--- src/rtl/systolic_mm_ctrl_if.sv ---
// Operand/result handshake bundle between the register/DMA side and the systolic controller.
interface systolic_mm_ctrl_if #(
    parameter int unsigned DATA_WIDTH = 32
);
    localparam int unsigned MAT_W = 4 * DATA_WIDTH;

    logic             in_valid;
    logic             in_ready;
    logic [MAT_W-1:0] a_mat;
    logic [MAT_W-1:0] b_mat;
    logic             c_valid;
    logic             c_ready;
    logic [MAT_W-1:0] c_mat;

    modport master (
        output in_valid, a_mat, b_mat, c_ready,
        input  in_ready, c_valid, c_mat
    );

    modport slave (
        input  in_valid, a_mat, b_mat, c_ready,
        output in_ready, c_valid, c_mat
    );
endinterface

--- src/rtl/systolic_mm_ctrl.sv ---
// Sequencer for a 2x2 systolic PE array: latches A/B, clears, skew-feeds, drains, and returns C.
module systolic_mm_ctrl #(
    parameter int unsigned DATA_WIDTH   = 32,
    parameter int unsigned DRAIN_CYCLES = 4
) (
    input  logic                  clk,
    input  logic                  rst,
    systolic_mm_ctrl_if.slave     bus,
    output logic                  busy,
    output logic                  sa_func_sel,
    output logic                  sa_clr,
    output logic [DATA_WIDTH-1:0] sa_data_11,
    output logic [DATA_WIDTH-1:0] sa_data_21,
    output logic [DATA_WIDTH-1:0] sa_tap_11,
    output logic [DATA_WIDTH-1:0] sa_tap_12,
    output logic [DATA_WIDTH-1:0] sa_fir_data_12,
    output logic [DATA_WIDTH-1:0] sa_fir_data_22,
    output logic [DATA_WIDTH-1:0] sa_fir_tap_21,
    output logic [DATA_WIDTH-1:0] sa_fir_tap_22,
    input  logic [DATA_WIDTH-1:0] sa_acc_11,
    input  logic [DATA_WIDTH-1:0] sa_acc_12,
    input  logic [DATA_WIDTH-1:0] sa_acc_21,
    input  logic [DATA_WIDTH-1:0] sa_acc_22
);
    localparam int unsigned DW    = DATA_WIDTH;
    localparam int unsigned MAT_W = 4 * DATA_WIDTH;
    localparam int unsigned KW    = 2;
    localparam int unsigned CW    = 4;

    typedef enum logic [2:0] {
        IDLE  = 3'd0,
        CLEAR = 3'd1,
        FEED  = 3'd2,
        DRAIN = 3'd3,
        DONE  = 3'd4
    } state_t;

    state_t            state, state_nxt;
    logic [KW-1:0]     feed_k, feed_k_nxt;
    logic [CW-1:0]     drain_cnt, drain_cnt_nxt;
    logic [MAT_W-1:0]  a_q, a_nxt;
    logic [MAT_W-1:0]  b_q, b_nxt;
    logic [MAT_W-1:0]  c_q, c_nxt;
    logic              c_valid_q, c_valid_nxt;
    logic              in_ready_q, in_ready_nxt;
    logic              busy_q, busy_nxt;
    logic              clr_q, clr_nxt;
    logic [DW-1:0]     data_11_q, data_11_nxt;
    logic [DW-1:0]     data_21_q, data_21_nxt;
    logic [DW-1:0]     tap_11_q, tap_11_nxt;
    logic [DW-1:0]     tap_12_q, tap_12_nxt;

    logic [DW-1:0] a00, a01, a10, a11;
    logic [DW-1:0] b00, b01, b10, b11;

    assign a00 = a_q[DW-1:0];
    assign a01 = a_q[2*DW-1:DW];
    assign a10 = a_q[3*DW-1:2*DW];
    assign a11 = a_q[4*DW-1:3*DW];
    assign b00 = b_q[DW-1:0];
    assign b01 = b_q[2*DW-1:DW];
    assign b10 = b_q[3*DW-1:2*DW];
    assign b11 = b_q[4*DW-1:3*DW];

    // Next-state, counters, capture, and the registered edge-output values.
    always_comb begin
        state_nxt     = state;
        feed_k_nxt    = feed_k;
        drain_cnt_nxt = drain_cnt;
        a_nxt         = a_q;
        b_nxt         = b_q;
        c_nxt         = c_q;
        c_valid_nxt   = c_valid_q;
        data_11_nxt   = '0;
        data_21_nxt   = '0;
        tap_11_nxt    = '0;
        tap_12_nxt    = '0;

        case (state)
            IDLE: begin
                if (bus.in_valid && in_ready_q) begin
                    a_nxt     = bus.a_mat;
                    b_nxt     = bus.b_mat;
                    state_nxt = CLEAR;
                end
            end
            CLEAR: begin
                feed_k_nxt = '0;
                state_nxt  = FEED;
            end
            FEED: begin
                if (feed_k == KW'(2)) begin
                    drain_cnt_nxt = '0;
                    state_nxt     = DRAIN;
                end else begin
                    feed_k_nxt = feed_k + KW'(1);
                end
            end
            DRAIN: begin
                if (drain_cnt == CW'(DRAIN_CYCLES - 1)) begin
                    c_nxt       = {sa_acc_22, sa_acc_21, sa_acc_12, sa_acc_11};
                    c_valid_nxt = 1'b1;
                    state_nxt   = DONE;
                end else begin
                    drain_cnt_nxt = drain_cnt + CW'(1);
                end
            end
            DONE: begin
                if (bus.c_ready) begin
                    c_valid_nxt = 1'b0;
                    state_nxt   = IDLE;
                end
            end
            default: state_nxt = IDLE;
        endcase

        // Diagonal skew: row 2 and column 2 lag row/column 1 by one cycle.
        if (state_nxt == FEED) begin
            case (feed_k_nxt)
                KW'(0): begin
                    data_11_nxt = a00;
                    tap_11_nxt  = b00;
                end
                KW'(1): begin
                    data_11_nxt = a01;
                    data_21_nxt = a10;
                    tap_11_nxt  = b10;
                    tap_12_nxt  = b01;
                end
                KW'(2): begin
                    data_21_nxt = a11;
                    tap_12_nxt  = b11;
                end
                default: ;
            endcase
        end

        in_ready_nxt = (state_nxt == IDLE);
        busy_nxt     = (state_nxt != IDLE);
        clr_nxt      = (state_nxt == CLEAR);
    end

    // State and registered outputs.
    always_ff @(posedge clk) begin
        if (rst) begin
            state      <= IDLE;
            feed_k     <= '0;
            drain_cnt  <= '0;
            a_q        <= '0;
            b_q        <= '0;
            c_q        <= '0;
            c_valid_q  <= 1'b0;
            in_ready_q <= 1'b1;
            busy_q     <= 1'b0;
            clr_q      <= 1'b0;
            data_11_q  <= '0;
            data_21_q  <= '0;
            tap_11_q   <= '0;
            tap_12_q   <= '0;
        end else begin
            state      <= state_nxt;
            feed_k     <= feed_k_nxt;
            drain_cnt  <= drain_cnt_nxt;
            a_q        <= a_nxt;
            b_q        <= b_nxt;
            c_q        <= c_nxt;
            c_valid_q  <= c_valid_nxt;
            in_ready_q <= in_ready_nxt;
            busy_q     <= busy_nxt;
            clr_q      <= clr_nxt;
            data_11_q  <= data_11_nxt;
            data_21_q  <= data_21_nxt;
            tap_11_q   <= tap_11_nxt;
            tap_12_q   <= tap_12_nxt;
        end
    end

    assign bus.in_ready = in_ready_q;
    assign bus.c_valid  = c_valid_q;
    assign bus.c_mat    = c_q;
    assign busy         = busy_q;
    assign sa_clr       = clr_q;
    assign sa_data_11   = data_11_q;
    assign sa_data_21   = data_21_q;
    assign sa_tap_11    = tap_11_q;
    assign sa_tap_12    = tap_12_q;

    // The array is only ever used in matrix mode; FIR-side edges are tied off.
    assign sa_func_sel    = 1'b0;
    assign sa_fir_data_12 = '0;
    assign sa_fir_data_22 = '0;
    assign sa_fir_tap_21  = '0;
    assign sa_fir_tap_22  = '0;
endmodule

--- src/flat_wrapper.sv ---
// flat-port wrapper written by rule: the top's interface ports become plain ports
module systolic_mm_ctrl_flat 
#(
    parameter int unsigned DATA_WIDTH   = 32,
    parameter int unsigned DRAIN_CYCLES = 4
)
  (clk, rst, busy, sa_func_sel, sa_clr, sa_data_11, sa_data_21, sa_tap_11, sa_tap_12, sa_fir_data_12, sa_fir_data_22, sa_fir_tap_21, sa_fir_tap_22, sa_acc_11, sa_acc_12, sa_acc_21, sa_acc_22, bus_in_valid, bus_a_mat, bus_b_mat, bus_c_ready, bus_in_ready, bus_c_valid, bus_c_mat);
  systolic_mm_ctrl_if #(.DATA_WIDTH(DATA_WIDTH)) bus_i ();
  input  logic clk;
  input  logic rst;
  output logic busy;
  output logic sa_func_sel;
  output logic sa_clr;
  output logic [DATA_WIDTH-1:0] sa_data_11;
  output logic [DATA_WIDTH-1:0] sa_data_21;
  output logic [DATA_WIDTH-1:0] sa_tap_11;
  output logic [DATA_WIDTH-1:0] sa_tap_12;
  output logic [DATA_WIDTH-1:0] sa_fir_data_12;
  output logic [DATA_WIDTH-1:0] sa_fir_data_22;
  output logic [DATA_WIDTH-1:0] sa_fir_tap_21;
  output logic [DATA_WIDTH-1:0] sa_fir_tap_22;
  input  logic [DATA_WIDTH-1:0] sa_acc_11;
  input  logic [DATA_WIDTH-1:0] sa_acc_12;
  input  logic [DATA_WIDTH-1:0] sa_acc_21;
  input  logic [DATA_WIDTH-1:0] sa_acc_22;
  input wire logic [$bits(bus_i.in_valid)-1:0] bus_in_valid;
  input wire logic [$bits(bus_i.a_mat)-1:0] bus_a_mat;
  input wire logic [$bits(bus_i.b_mat)-1:0] bus_b_mat;
  input wire logic [$bits(bus_i.c_ready)-1:0] bus_c_ready;
  output wire logic [$bits(bus_i.in_ready)-1:0] bus_in_ready;
  output wire logic [$bits(bus_i.c_valid)-1:0] bus_c_valid;
  output wire logic [$bits(bus_i.c_mat)-1:0] bus_c_mat;
  assign bus_i.in_valid = bus_in_valid;
  assign bus_i.a_mat = bus_a_mat;
  assign bus_i.b_mat = bus_b_mat;
  assign bus_i.c_ready = bus_c_ready;
  assign bus_in_ready = bus_i.in_ready;
  assign bus_c_valid = bus_i.c_valid;
  assign bus_c_mat = bus_i.c_mat;
  systolic_mm_ctrl #(.DATA_WIDTH(DATA_WIDTH), .DRAIN_CYCLES(DRAIN_CYCLES)) u_core (.clk(clk), .rst(rst), .bus(bus_i), .busy(busy), .sa_func_sel(sa_func_sel), .sa_clr(sa_clr), .sa_data_11(sa_data_11), .sa_data_21(sa_data_21), .sa_tap_11(sa_tap_11), .sa_tap_12(sa_tap_12), .sa_fir_data_12(sa_fir_data_12), .sa_fir_data_22(sa_fir_data_22), .sa_fir_tap_21(sa_fir_tap_21), .sa_fir_tap_22(sa_fir_tap_22), .sa_acc_11(sa_acc_11), .sa_acc_12(sa_acc_12), .sa_acc_21(sa_acc_21), .sa_acc_22(sa_acc_22));
endmodule
--- config.mk ---
export PLATFORM = sky130hd
export DESIGN_NAME = systolic_mm_ctrl_flat
export DESIGN_NICKNAME = d
export VERILOG_FILES = /design/src/rtl/systolic_mm_ctrl_if.sv /design/src/rtl/systolic_mm_ctrl.sv /design/src/flat_wrapper.sv
export SDC_FILE = /design/constraint.sdc
export NUM_CORES = 1
export LEC_CHECK = 0
export CAP_MARGIN = 5
export CORE_AREA = 2 2 302 304
export DETAILED_ROUTE_END_ITERATION = 10
export DIE_AREA = 0 0 304 306
export PLACE_DENSITY_LB_ADDON = 0.12
export SLEW_MARGIN = 20
export SYNTH_ARGS = -nofsm -noshare
export SYNTH_HDL_FRONTEND = slang
export SYNTH_SLANG_ARGS = --single-unit
--- constraint.sdc ---
create_clock -name clk -period 3.7 [get_ports clk]
set_input_delay 0.74 -clock clk [delete_from_list [all_inputs] [get_ports clk]]
set_output_delay 0.74 -clock clk [all_outputs]
set_load 0.01 [all_outputs]
# Word level (Yosys, flattened, before mapping)
# Index checks and enable logic that the tools add are counted.
[word_totals] inputBits=388 elab_cells=60 regBits=525 out_inout_bits=389
[op_classes] bitwise_logic=1 add_sub_neg=2 muxes=17 eq_ne=14 reduce_logical=12
[op_table] cell="$pmux 32 s2" n=4
[op_table] cell="$pmux 3 s5" n=1
[op_table] cell="$mux 3" n=4
[op_table] cell="$eq 3x2->1 const B" n=3
[op_table] cell="$mux 4" n=2
[op_table] cell="$pmux 4 s2" n=1
[op_table] cell="$eq 3x1->1 const B" n=2
[op_table] cell="$logic_not 3->1" n=2
[op_table] cell="$reduce_and 3->1" n=2
[op_table] cell="$add 4x1->4 const B" n=1
[op_table] cell="$eq 2x2->1 const B" n=2
[op_table] cell="$eq 4x2->1 const B" n=1
[op_table] cell="$ne 2x1->1 const B" n=2
[op_table] cell="$ne 2x2->1 const B" n=2
[op_table] cell="$pmux 2 s2" n=1
[op_table] cell="$reduce_and 2->1" n=2
[op_table] cell="$reduce_bool 2->1" n=2
[op_table] cell="$eq 3x3->1 const B" n=1
[op_table] cell="$reduce_bool 3->1" n=1
[op_table] cell="$add 2x1->2 const B" n=1
[op_table] cell="$eq 2x1->1 const B" n=1
[op_table] cell="$logic_not 2->1" n=1
[op_table] cell="$mux 1" n=2
[op_table] cell="$mux 2" n=1
[op_table] cell="4 further kinds" n=4

# Depth between registers and ports, before layout
[logic_depth] depth_word=6 ltp_mapped=10 ltp_nobuf=8

# Worst setup path before layout
# Ideal clock, no wire load.
[synth_timing] path_type="reg2reg" from="reg u_core.state[0]" to="reg u_core.tap_12_q[0], in the netlist u_core.sa_tap_12[0]" stages_incl_launch_ff=11 synth_period_minus_slack_ps=2180 setup_slack_ps=1520 t_required_ps=3563 n_path_buf=3 setup_time_ps=137 arrival_time_ps=2043 cell_sequence="dfxtp_1 -> clkbuf_1 -> nor2_1 -> a22o_1 -> a22oi_1 -> inv_1 -> ha_1 -> clkbuf_1 -> clkbuf_1 -> a22oi_1 -> nor2_1"
[synth_between] elab_cells_between_ends=17 classes_between="7 x eq/ne; 7 x mux; 1 x bitwise; 2 x reduce/logical"
[synth_lines] element="from (decl)" line_no="systolic_mm_ctrl.sv:38" source="state_t state, state_nxt;"
[synth_lines] element="from (signal assigned)" line_no="systolic_mm_ctrl.sv:161" source="state <= state_nxt;"
[synth_lines] element="$eq 3x2->1 or $eq 3x1->1 (tied branches)" line_no="systolic_mm_ctrl.sv:79" source="case (state)"
[synth_lines] element="$pmux 2 s2 (*)" line_no="systolic_mm_ctrl.sv:79"
[synth_lines] element="net u_core.feed_k_nxt[0]" line_no="systolic_mm_ctrl.sv:39" source="logic [KW-1:0] feed_k, feed_k_nxt;"
[synth_lines] element="$eq 2x2->1 or $eq 2x1->1 (tied branches)" line_no="systolic_mm_ctrl.sv:119" source="case (feed_k_nxt)"
[synth_lines] element="$pmux 32 s2 (*)" line_no="systolic_mm_ctrl.sv:119"
[synth_lines] element="to (signal assigned)" line_no="systolic_mm_ctrl.sv:174" source="tap_12_q <= tap_12_nxt;"
[synth_lines] element="to (decl)" line_no="systolic_mm_ctrl.sv:51" source="logic [DW-1:0] tap_12_q, tap_12_nxt;"
# Mark *: on every way through the listed nets, which the timed path passes. The rest lies on a longest branch.
# A chain may end at the register's enable or synchronous reset.

# Final worst setup path
[layout_timing] from="reg u_core.state[2]" to="reg u_core.data_11_q[4], in the netlist u_core.sa_data_11[4]"
[layout_between] elab_chain_cells=5 elab_cells_between_ends=17 classes_between="6 x eq/ne; 7 x mux; 1 x bitwise; 3 x reduce/logical"
[layout_rtl] element="$eq 3x3->1 (tied with other cells)" line_no="systolic_mm_ctrl.sv:79"
[layout_rtl] element="$pmux 3 s5" line_no="systolic_mm_ctrl.sv:79"
[layout_rtl] element="$eq 3x2->1" line_no="systolic_mm_ctrl.sv:118" source="if (state_nxt == FEED) begin"
[layout_rtl] element="$not 1->1 (no source line)"
[layout_rtl] element="$reduce_or 2->1 (no source line)"
[layout_rtl] element="to (signal assigned)" line_no="systolic_mm_ctrl.sv:171" source="data_11_q <= data_11_nxt;"
[layout_rtl] element="to (decl)" line_no="systolic_mm_ctrl.sv:48" source="logic [DW-1:0] data_11_q, data_11_nxt;"
# Several ways; a longest one is shown, not always the timed one.

==> results.txt <==
IO Port Bufs - 647
Worst setup path startpoint - u_core.state[2]
Drt first-iter violations - 718
Row count - 110
Via/cell ratio - 4.18
Top Ports - 777
WL/cell - 17.7 um
F_max - 376 MHz
Overall Power - 14000 uW
Mapped Cells - 2305
Rel. slew slack - 28.8%
Sequential area share after synthesis - 55.3%
Mapped cell area - 19000 sq um
DIE HEIGHT - 306 um
Fin util - 31.6%
CP arrival - 3.15 ns
Number of global-route vias before repair - 17400
Register bit total from synthesis - 525
P_leak - 0.00986 uW
Asr flop ratio synth - 0%
Worst R2R Path Depth - 7
Antenna viol nets, final - 0
HP Class - input port to register
Max Root-Sink Buffers - 3
Half-perimeter wire length after placement - 49.8 mm
Worst-path fanout max - 51
Worst-skew pair later-pin latency - 0.59 ns
DIE WIDTH - 304 um
CTS tree - done
RR Startpoint - u_core.state[2]
Drt pass-1 iters - 5
Sum Neg Setup Slack - 0 ns
Share of cells above drive strength 1 - 4.79%
Critical path class - register to register
Finished Layout Cells - 4106
Synth top area share - 55.3%
Clk root buf - clkbuf_16
Total CTS buffers - 66
Worst setup path end - u_core.sa_data_11[4]
Largest net degree at the start of global routing - 167
Most Crowded Layer GR - met2
Critical path endpoint category - register
Die area - 93000 sq um
Synth cell count leaders - 771 x nand2_1, 525 x dfxtp_1, 386 x a21oi_1
Via Count - 17200
Core Region - 89600 sq um
Unrepaired setup endpoints after global routing - false
Max Clock Skew - 0.0279 ns
Area leader, netlist - dfxtp_1
Main synth FF type - dfxtp_1
CTS Sinks - 525
GR Util met2 - 24.9%
CP required - 4.20 ns
Max cap viols - 0
Routability cong. - 0.781
CTS clk-pin slew, worst paths - 0.06 ns
Syn-to-layout area delta - 48.8%
Met3 Track Usage GR - 5.56%
Synth warn - 0
Mean Syn Cell Area - 8.24 sq um
Initial antenna violation count - 12
Tcrit/Tclk final - 71.8%
Top-count cell post-synth - nand2_1
WL final - 72.6 mm
Postcts setup bufs - 0
Met1 Use GR - 17.7%
Fin. Hold Viols - 0
DRC errors left - 0
VDD IR max - 263 uV
Fin crit period - 2.66 ns
Final setup violation count - 0
Crit start category - register
GRT Overall Usage - 15.0%
Initial Util - 21.2%
Final net count - 3271
FF-to-FF setup slack - 1.04 ns
Hold-fix buffers at CTS - 0
H-tree levels - 3
Status - completed
Post-synth EDFFs - 0
Worst slew pin tran - 1.07 ns
Terminus of the critical flop-to-flop path - u_core.sa_data_11[4]
Synth area leaders - dfxtp_1 55%, nand2_1 15%, a21oi_1 10%
Synth unique cells - 36
Pwr/cell area - 496 nW/um^2
Post-CTS Resized - 0
Total gr overflow - 0
Final Max Slew Viols - 0
Dpl cells - 3984
First-pass GRT wire length - 108 mm
## metrics by stage
stage	setup WS (ns)	area, sq um	hold WS (ns)
2_1_floorplan	1.52	19500	0.436
3_3_place_gp	1.04	26100	0.441
3_5_place_dp	0.962	26100	0.446
4_1_cts	0.920	28200	0.318
5_1_grt	0.795	28300	0.348
6_report	1.04	28300	0.367
## cell families after synthesis
kind of cell | Yosys count | share of synthesized area, %
simple gates | 929 | 18.7
compound gates | 531 | 15.8
flops | 525 | 55.3
buf+inv | 310 | 9.64
fa+ha+maj | 6 | 0.395
xor+xnor | 2 | 0.0922
other cells | 1 | 0.0197
mux | 1 | 0.0527
## worst min path at each step
stage | start | to | cells past startpoint | slack, ns
2_1_floorplan | u_core.a_q[0] | u_core.a_q[0] | 2 | 0.44
3_3_place_gp | u_core.a_q[110] | u_core.a_q[110] | 2 | 0.44
3_5_place_dp | u_core.b_q[19] | u_core.b_q[19] | 2 | 0.45
4_1_cts | rst | u_core.a_q[1] | 2 | 0.32
5_1_grt | rst | u_core.a_q[1] | 2 | 0.35
6_report | rst | u_core.a_q[1] | 2 | 0.37
## layer usage
layer | vias to the layer above | routed length, um
met5 | - | 84
met4 | 12 | 2020
met3 | 118 | 5970
li1 | 8419 | -
met2 | 539 | 34600
met1 | 8079 | 29900
## sequential cells by signal, summed over array words and instances (netlist names)
signal               cells
u_core.a_q             128
u_core.b_q             128
u_core.bus.c_mat       128
u_core.bus.c_valid       1
u_core.bus.in_ready      1
u_core.busy              1
u_core.drain_cnt         4
u_core.feed_k            2
u_core.sa_clr            1
u_core.sa_data_11       32
u_core.sa_data_21       32
u_core.sa_tap_11        32
u_core.sa_tap_12        32
u_core.state             3
## power by group
part / switching (uW) / internal (uW)
registers: 137 / 5910
logic: 904 / 694
clock network: 2510 / 3880
## area by class of cell
class	instances	area, sq um
fillers	9494	61300
multi-input cells	1598	7180
clock inverters	16	199
repair buffers	677	6900
flip-flops and latches	525	10500
inverters	9	33.8
clock buffers	99	1960
well taps	1176	1470
diodes	6	15.0
## worst max-delay path: stages (launching register included)
cell and delay [ns]:
dfxtp_1 0.61, nor2_1 0.12, a22o_1 0.20, a22oi_1 0.38, ha_4 0.58, buf_12 0.35
a22oi_1 0.14, nor2_1 0.13
## layout by cell type, fill, tap and decap left out, drive strengths merged
| cell type | Yosys | final |
|---|---|---|
| a211oi | 1 | 1 |
| a21oi | 386 | 386 |
| a22o | 2 | 2 |
| a22oi | 130 | 130 |
| a31o | 1 | 1 |
| a31oi | 2 | 2 |
| a41o | 1 | 1 |
| and2 | 1 | 1 |
| and4 | 1 | 1 |
| and4bb | 1 | 1 |
| buf | 192 | 31 |
| bufinv | 0 | 3 |
| clkbuf | 109 | 99 |
| clkdlybuf4s50 | 0 | 646 |
| clkinv | 0 | 8 |
| clkinvlp | 0 | 1 |
| conb | 1 | 129 |
| dfxtp | 525 | 525 |
| diode | 0 | 6 |
| ha | 6 | 6 |
| inv | 9 | 13 |
| mux2i | 1 | 1 |
| nand2 | 771 | 771 |
| nand2b | 1 | 1 |
| nand3 | 2 | 2 |
| nand4 | 1 | 1 |
| nor2 | 143 | 143 |
| nor3 | 3 | 3 |
| nor3b | 1 | 1 |
| nor4 | 1 | 1 |
| nor4b | 1 | 1 |
| o211ai | 1 | 1 |
| o21ai | 7 | 7 |
| or3 | 1 | 1 |
| or3b | 1 | 1 |
| xnor2 | 2 | 2 |
Note: power is estimated with default switching activity, not from simulation.
